--- src/rtl/block_writer_axi.sv ---
// block_writer_axi: write-back end of the block pipeline.
// Takes the pixel stream in block order (BLOCK_SIZE x BLOCK_SIZE blocks,
// row-major inside a block, blocks raster-ordered) and writes each block row
// to frame memory as one AXI INCR burst, restoring raster layout.
// Optional feature: define WRITER_BRESP_CHECK_EN to flag non-OKAY B responses
// on write_error_o (sticky until reset or the next accepted start).
//
// state  | meaning
// S_IDLE | waiting for a start with a legal frame size
// S_FILL | collecting one block row into the row buffer
// S_ADDR | presenting the AW request for the buffered row
// S_DATA | streaming the row buffer on W, wlast on the final beat
// S_RESP | waiting for the single outstanding B response
// S_DONE | one-cycle frame_done pulse
module block_writer_axi #(
    parameter int ADDR_WIDTH = 32,
    parameter int DATA_WIDTH = 32,
    parameter int BLOCK_SIZE = 8
) (
    input  logic                    clk_i,
    input  logic                    rst_ni,
    input  logic                    start_frame_i,
    input  logic [ADDR_WIDTH-1:0]   base_addr_i,
    input  logic [15:0]             frame_width_i,
    input  logic [15:0]             frame_height_i,
    input  logic [DATA_WIDTH-1:0]   pix_data_i,
    input  logic                    pix_valid_i,
    output logic                    pix_ready_o,
    output logic [ADDR_WIDTH-1:0]   awaddr_o,
    output logic [7:0]              awlen_o,
    output logic [2:0]              awsize_o,
    output logic [1:0]              awburst_o,
    output logic                    awvalid_o,
    input  logic                    awready_i,
    output logic [DATA_WIDTH-1:0]   wdata_o,
    output logic [DATA_WIDTH/8-1:0] wstrb_o,
    output logic                    wlast_o,
    output logic                    wvalid_o,
    input  logic                    wready_i,
    input  logic [1:0]              bresp_i,
    input  logic                    bvalid_i,
    output logic                    bready_o,
    output logic                    busy_o,
    output logic                    frame_done_o,
    output logic                    write_error_o
);

    localparam int            IW       = (BLOCK_SIZE > 1) ? $clog2(BLOCK_SIZE) : 1;
    localparam int            LB       = $clog2(BLOCK_SIZE);
    localparam int            SW       = DATA_WIDTH / 8;
    localparam logic [IW-1:0] LAST_IDX = IW'(BLOCK_SIZE - 1);
    localparam logic [31:0]   BS32     = 32'(BLOCK_SIZE);
    localparam logic [31:0]   BYTES32  = 32'(SW);
    localparam logic [7:0]    AXLEN    = 8'(BLOCK_SIZE - 1);
    localparam logic [2:0]    AXSIZE   = 3'($clog2(SW));
    localparam logic [15:0]   BS16     = 16'(BLOCK_SIZE);

    typedef enum logic [2:0] {
        S_IDLE,
        S_FILL,
        S_ADDR,
        S_DATA,
        S_RESP,
        S_DONE
    } state_t;

    state_t                  state_q, state_d;
    logic [ADDR_WIDTH-1:0]   base_q;
    logic [15:0]             fw_q;
    logic [15:0]             fh_q;
    logic [IW-1:0]           r_q;
    logic [15:0]             bcol_q;
    logic [15:0]             brow_q;
    logic [IW-1:0]           idx_q;
    logic [DATA_WIDTH-1:0]   buf_q [BLOCK_SIZE];

    logic                    start_ok;
    logic                    pix_acc;
    logic                    w_hs;
    logic                    b_hs;
    logic                    r_last;
    logic                    col_last;
    logic                    row_last;
    logic [15:0]             cols_w;
    logic [15:0]             rows_w;
    logic [31:0]             row_pix;
    logic [31:0]             addr_off;
    logic [31:0]             addr_sum;

    assign start_ok = (state_q == S_IDLE) && start_frame_i &&
                      (frame_width_i >= BS16) && (frame_height_i >= BS16);
    assign pix_acc  = (state_q == S_FILL) && pix_valid_i;
    assign w_hs     = (state_q == S_DATA) && wready_i;
    assign b_hs     = (state_q == S_RESP) && bvalid_i;

    assign cols_w   = fw_q >> LB;
    assign rows_w   = fh_q >> LB;
    assign r_last   = (r_q == LAST_IDX);
    assign col_last = ((bcol_q + 16'd1) == cols_w);
    assign row_last = ((brow_q + 16'd1) == rows_w);

    // Byte address of the current block row, computed in 32 bits and truncated.
    assign row_pix  = 32'(brow_q) * BS32 + 32'(r_q);
    assign addr_off = (row_pix * 32'(fw_q) + 32'(bcol_q) * BS32) * BYTES32;
    assign addr_sum = 32'(base_q) + addr_off;

    // State register; reset abandons any burst in flight.
    always_ff @(posedge clk_i or negedge rst_ni) begin
        if (!rst_ni) begin
            state_q <= S_IDLE;
        end else begin
            state_q <= state_d;
        end
    end

    // Next state and all channel outputs; outputs idle at zero outside their state.
    always_comb begin
        state_d      = state_q;
        pix_ready_o  = 1'b0;
        awaddr_o     = '0;
        awlen_o      = '0;
        awsize_o     = '0;
        awburst_o    = '0;
        awvalid_o    = 1'b0;
        wdata_o      = '0;
        wstrb_o      = '0;
        wlast_o      = 1'b0;
        wvalid_o     = 1'b0;
        bready_o     = 1'b0;
        busy_o       = 1'b0;
        frame_done_o = 1'b0;
        unique case (state_q)
            S_IDLE: begin
                if (start_ok) state_d = S_FILL;
            end
            S_FILL: begin
                busy_o      = 1'b1;
                pix_ready_o = 1'b1;
                if (pix_acc && (idx_q == LAST_IDX)) state_d = S_ADDR;
            end
            S_ADDR: begin
                busy_o    = 1'b1;
                awvalid_o = 1'b1;
                awaddr_o  = ADDR_WIDTH'(addr_sum);
                awlen_o   = AXLEN;
                awsize_o  = AXSIZE;
                awburst_o = 2'b01;
                if (awready_i) state_d = S_DATA;
            end
            S_DATA: begin
                busy_o   = 1'b1;
                wvalid_o = 1'b1;
                wdata_o  = buf_q[idx_q];
                wstrb_o  = '1;
                wlast_o  = (idx_q == LAST_IDX);
                if (wready_i && (idx_q == LAST_IDX)) state_d = S_RESP;
            end
            S_RESP: begin
                busy_o   = 1'b1;
                bready_o = 1'b1;
                if (bvalid_i) begin
                    state_d = (r_last && col_last && row_last) ? S_DONE : S_FILL;
                end
            end
            S_DONE: begin
                frame_done_o = 1'b1;
                state_d      = S_IDLE;
            end
            default: state_d = S_IDLE;
        endcase
    end

    // Frame geometry latch and row/column/block-row position counters.
    always_ff @(posedge clk_i or negedge rst_ni) begin
        if (!rst_ni) begin
            base_q <= '0;
            fw_q   <= '0;
            fh_q   <= '0;
            r_q    <= '0;
            bcol_q <= '0;
            brow_q <= '0;
        end else if (start_ok) begin
            base_q <= base_addr_i;
            fw_q   <= frame_width_i;
            fh_q   <= frame_height_i;
            r_q    <= '0;
            bcol_q <= '0;
            brow_q <= '0;
        end else if (b_hs) begin
            r_q <= r_last ? '0 : r_q + IW'(1);
            if (r_last) begin
                if (col_last) begin
                    bcol_q <= '0;
                    brow_q <= row_last ? 16'd0 : brow_q + 16'd1;
                end else begin
                    bcol_q <= bcol_q + 16'd1;
                end
            end
        end
    end

    // Shared fill/beat index and the row buffer; the index returns to 0 after each row.
    always_ff @(posedge clk_i or negedge rst_ni) begin
        if (!rst_ni) begin
            idx_q <= '0;
            for (int i = 0; i < BLOCK_SIZE; i++) buf_q[i] <= '0;
        end else if (start_ok) begin
            idx_q <= '0;
        end else if (pix_acc || w_hs) begin
            idx_q <= (idx_q == LAST_IDX) ? '0 : idx_q + IW'(1);
            if (pix_acc) buf_q[idx_q] <= pix_data_i;
        end
    end

`ifdef WRITER_BRESP_CHECK_EN
    logic err_q;

    // Sticky error on any non-OKAY response; writing carries on regardless.
    always_ff @(posedge clk_i or negedge rst_ni) begin
        if (!rst_ni) begin
            err_q <= 1'b0;
        end else if (start_ok) begin
            err_q <= 1'b0;
        end else if (b_hs && (bresp_i != 2'b00)) begin
            err_q <= 1'b1;
        end
    end

    assign write_error_o = err_q;
`else
    logic unused_bresp;
    assign unused_bresp  = ^bresp_i;
    assign write_error_o = 1'b0;
`endif

endmodule
--- config.mk ---
export PLATFORM = sky130hd
export DESIGN_NAME = block_writer_axi
export DESIGN_NICKNAME = d
export VERILOG_FILES = /design/src/rtl/block_writer_axi.sv
export SDC_FILE = /design/constraint.sdc
export NUM_CORES = 1
export LEC_CHECK = 0
export CAP_MARGIN = 0
export CORE_ASPECT_RATIO = 1.5
export CORE_MARGIN = 8
export CORE_UTILIZATION = 55
export CTS_CLUSTER_SIZE = 8
export DETAILED_ROUTE_END_ITERATION = 6
export PLACE_DENSITY = 0.86
export SLEW_MARGIN = 20
export SYNTH_ARGS = -nofsm -noshare
export SYNTH_HDL_FRONTEND = slang
export SYNTH_SLANG_ARGS = --single-unit
export TNS_END_PERCENT = 1
--- constraint.sdc ---
create_clock -name clk_i -period 9.5 [get_ports clk_i]
set_input_delay 1.425 -clock clk_i [delete_from_list [all_inputs] [get_ports clk_i]]
set_output_delay 1.425 -clock clk_i [all_outputs]
set_load 0.01 [all_outputs]
==> metrics <==
syn_area_per_cell about 9.9 um2; Area Overhead vs Synth 19.70%; clock sink count around 360; DRT Pass-1 Iters 6; setup ws final -0.3597 ns; power density of the placed cells ~220 nW/um2; RSZ-0062 raised after global routing yes; DRC violations left 0; wire length per cell between 20 and 25 um; final hold viol count 0; CP top delay family adder cells; ys async rst share 100.0%; Worst EP required approximately 8 ns; Max Cap Violations 0; met2 WL approximately 43000 um; Max-slew headroom between 30% and 40%; Setup Skew 0.04747 ns; core area 49550 um2; H-tree Lvls 2; Port Buf Inserts 179; Root Driver clkbuf_16; post-route cell area between 30000 and 40000 um2; Vias 22101; Yosys reg bits approximately 360; Leakage 15.86 nW; Worst setup EP type output pin; DR vias/cell between 5 and 6; Startpoint Class flop; synth top area cells dfrtp_1 (33%), fa_1 (18%), mux2_2 (11%); first-pass GRT wire length 130200 um; most used cell, CP fa_1; Final Critical Period around 10 ns; Num CTS Buffers a little over 50; Die Ht around 290 um; DP HPWL roughly 57000 um; clk buf depth 3; Setup CP Type reg -> out; EDFF count, synth 0; met3 wire length a little over 6000 um; Max VDD drop around 0.00024 V; Fmax achieved 101.4 MHz; Tcrit/Tclk final 103.8%; Slowest-stage cell, CP fa_2; Worst Hold Class reg -> reg; Die ar. between 50000 and 60000 um2; Yosys cell types 71; Post-synth top flop dfrtp_1; Skew-Pair Late Insertion Delay 0.62 ns; cell taking the most area after synthesis dfrtp_1; WP data arrival 8.43 ns; failing checks setup timing; outcome complete, but fails checks; worst hold slack about 0.47 ns; CP Max Fanout 4; largest net degree at the start of global routing ~180; Placed Area ~30000 um2; final antenna-violating net count 0; max incr delay on CP between 0.5 and 0.6 ns; CTS tree built; gr usage total ~29%; CP bufs+invs 6; I/O pins 194; Final Max Tran Viols 0; Final Setup Violations 10; sequential share of the synthesized area about a third; highest routed layer met5; initial core utilization 55.44%; Worst Tran Pin Value about 1.0 ns; Die X around 200 um; antenna violations before repair 8; synthesized instance count ~2800; pre-CTS setup slack -0.6399 ns; Post-Syn Area around 27000 um2; Rows 100; clock transition at the registers of the reported paths 0.06 ns; Post-CTS Hold Fix Bufs 0; Yosys Warn Count 0; vias in the first global route 24404; Placer Congestion 0.9291; post-synth top area share 32.61%; grt ovf 0; NumNets Final 3504; initial drt markers around 1600; routed metal-1 wirelength between 20000 and 30000 um; drt total wl between 80000 and 90000 um; share of cells above drive strength 1 about a fifth
==> Yosys cell counts, types with 32 or more instances <==
cell	count
ha_1	116
and2_1	134
nand2_1	423
fa_1	245
a31oi_1	39
xnor2_1	70
dfrtp_1	358
buf_1	33
a22oi_1	65
a22o_1	32
a21oi_1	61
mux2_2	257
a221oi_1	34
clkbuf_1	115
inv_1	341
nor2_1	77
o21ai_0	62
==> area by class of cell <==
type / count / area (um2)
Antenna cell: 6 / 15.01
Multi-Input combinational cell: 1896 / 16910
Clock inverter: 4 / 71.32
Tap cell: 663 / 829.5
Inverter: 342 / 1284
Clock buffer: 57 / 1309
Sequential cell: 358 / 8976
Timing Repair Buffer: 389 / 3485
Fill cell: 3603 / 16660
==> final timing paths <==
kind,slack [ns],depth (start not counted),from,to
min reg2reg,0.47,2,base_q[1]$_DFFE_PN0P_,base_q[1]$_DFFE_PN0P_
max,-0.36,31,brow_q[2]$_DFFE_PN0P_,awaddr_o[31]
min in group asynchronous,0.94,1,rst_ni,buf_q[48]$_DFFE_PN0P_
max in group asynchronous,6.18,3,rst_ni,buf_q[253]$_DFFE_PN0P_
max reg2reg,5.89,11,brow_q[0]$_DFFE_PN0P_,brow_q[10]$_DFFE_PN0P_
min,0.47,2,base_q[1]$_DFFE_PN0P_,base_q[1]$_DFFE_PN0P_
==> worst reg2reg max path, stage by stage (launching register included) <==
cell,delay (ns)
dfrtp_1,0.37
buf_12,0.15
buf_6,0.16
ha_1,0.26
nand3_1,0.40
or2_2,0.49
xnor2_1,0.18
mux2i_1,0.14
o2111ai_4,0.36
and2_4,0.26
nand2_4,0.13
o31ai_1,0.53
==> repair_timing <==
action                                  in CTS  in global routing
gates resized for setup                    112                 37
gates cloned                                 0                  0
endpoints found under the hold margin        0                  0
endpoints found under the setup margin      15                 16
pin swaps                                   69                 28
buffers inserted                            22                  8
==> sequential cells by signal, indices dropped and copies added, names as in the netlist <==
register  count
state_q       3
brow_q       16
bcol_q       16
base_q       32
r_q           3
fw_q         16
buf_q       256
idx_q         3
fh_q         13
==> per-stage QoR <==
step | total power [W] | utilization (%) | setup TNS (ns) | instances
3_5_place_dp | 0.005438 | 62.23 | -1.599 | 3618
4_1_cts | 0.007242 | 65.94 | -1.516 | 3701
5_1_grt | 0.007690 | 66.34 | -5.367 | 3709
6_report | 0.007310 | 66.37 | -1.992 | 3715
2_1_floorplan | 0.004104 | - | 0 | 2769
3_3_place_gp | 0.005271 | 62.23 | -1.274 | 3618
==> metal layers <==
| metal | up-vias | track usage (%) |
|---|---|---|
| met1 | 11073 | 31.35 |
| met4 | 6 | 15.13 |
| met3 | 347 | 5.632 |
| met5 | - | 0 |
| li1 | 9622 | - |
| met2 | 1053 | 52.28 |
==> cells in the final DEF, fill, tap and decap left out, types with 7 or more instances in the layout <==
cell,instances
a21o_1,23
a21oi_1,45
a21oi_2,16
a221oi_1,32
a22o_1,32
a22oi_1,65
a31oi_1,35
and2_1,126
and2_4,8
and3_1,15
buf_4,187
buf_6,19
clkbuf_16,51
clkdlybuf4s50_1,167
conb_1,9
dfrtp_1,344
dfrtp_2,14
fa_1,237
fa_2,8
ha_1,111
inv_1,337
mux2_2,257
nand2_1,421
nand3_1,26
nand4_1,12
nor2_1,72
nor2b_1,10
nor3_1,17
nor4_1,7
o21a_1,11
o21ai_0,52
o21ai_1,15
o31ai_1,9
xnor2_1,70
xor2_1,28
==> logic make-up (layout without fill, tap and decap cells) <==
kind of cell	Yosys count	after routing	share of synthesized area, %
flops	358	358	32.61
buf+inv	515	792	7.346
mux	263	263	10.75
xor+xnor	99	99	3.206
compound gates	390	390	9.765
other cells	1	15	0.01365
simple gates	774	774	13.17
fa+ha+maj	361	361	23.14
==> where the power goes <==
group / total, W / switching (W) / internal (W) / leakage (nW)
logic: 0.00331 / 0.00179 / 0.00152 / 10.5
clock network: 0.00165 / 0.000684 / 0.000961 / 0.674
registers: 0.00235 / 0.000361 / 0.00199 / 4.72
(Power assumes the default switching activity.)
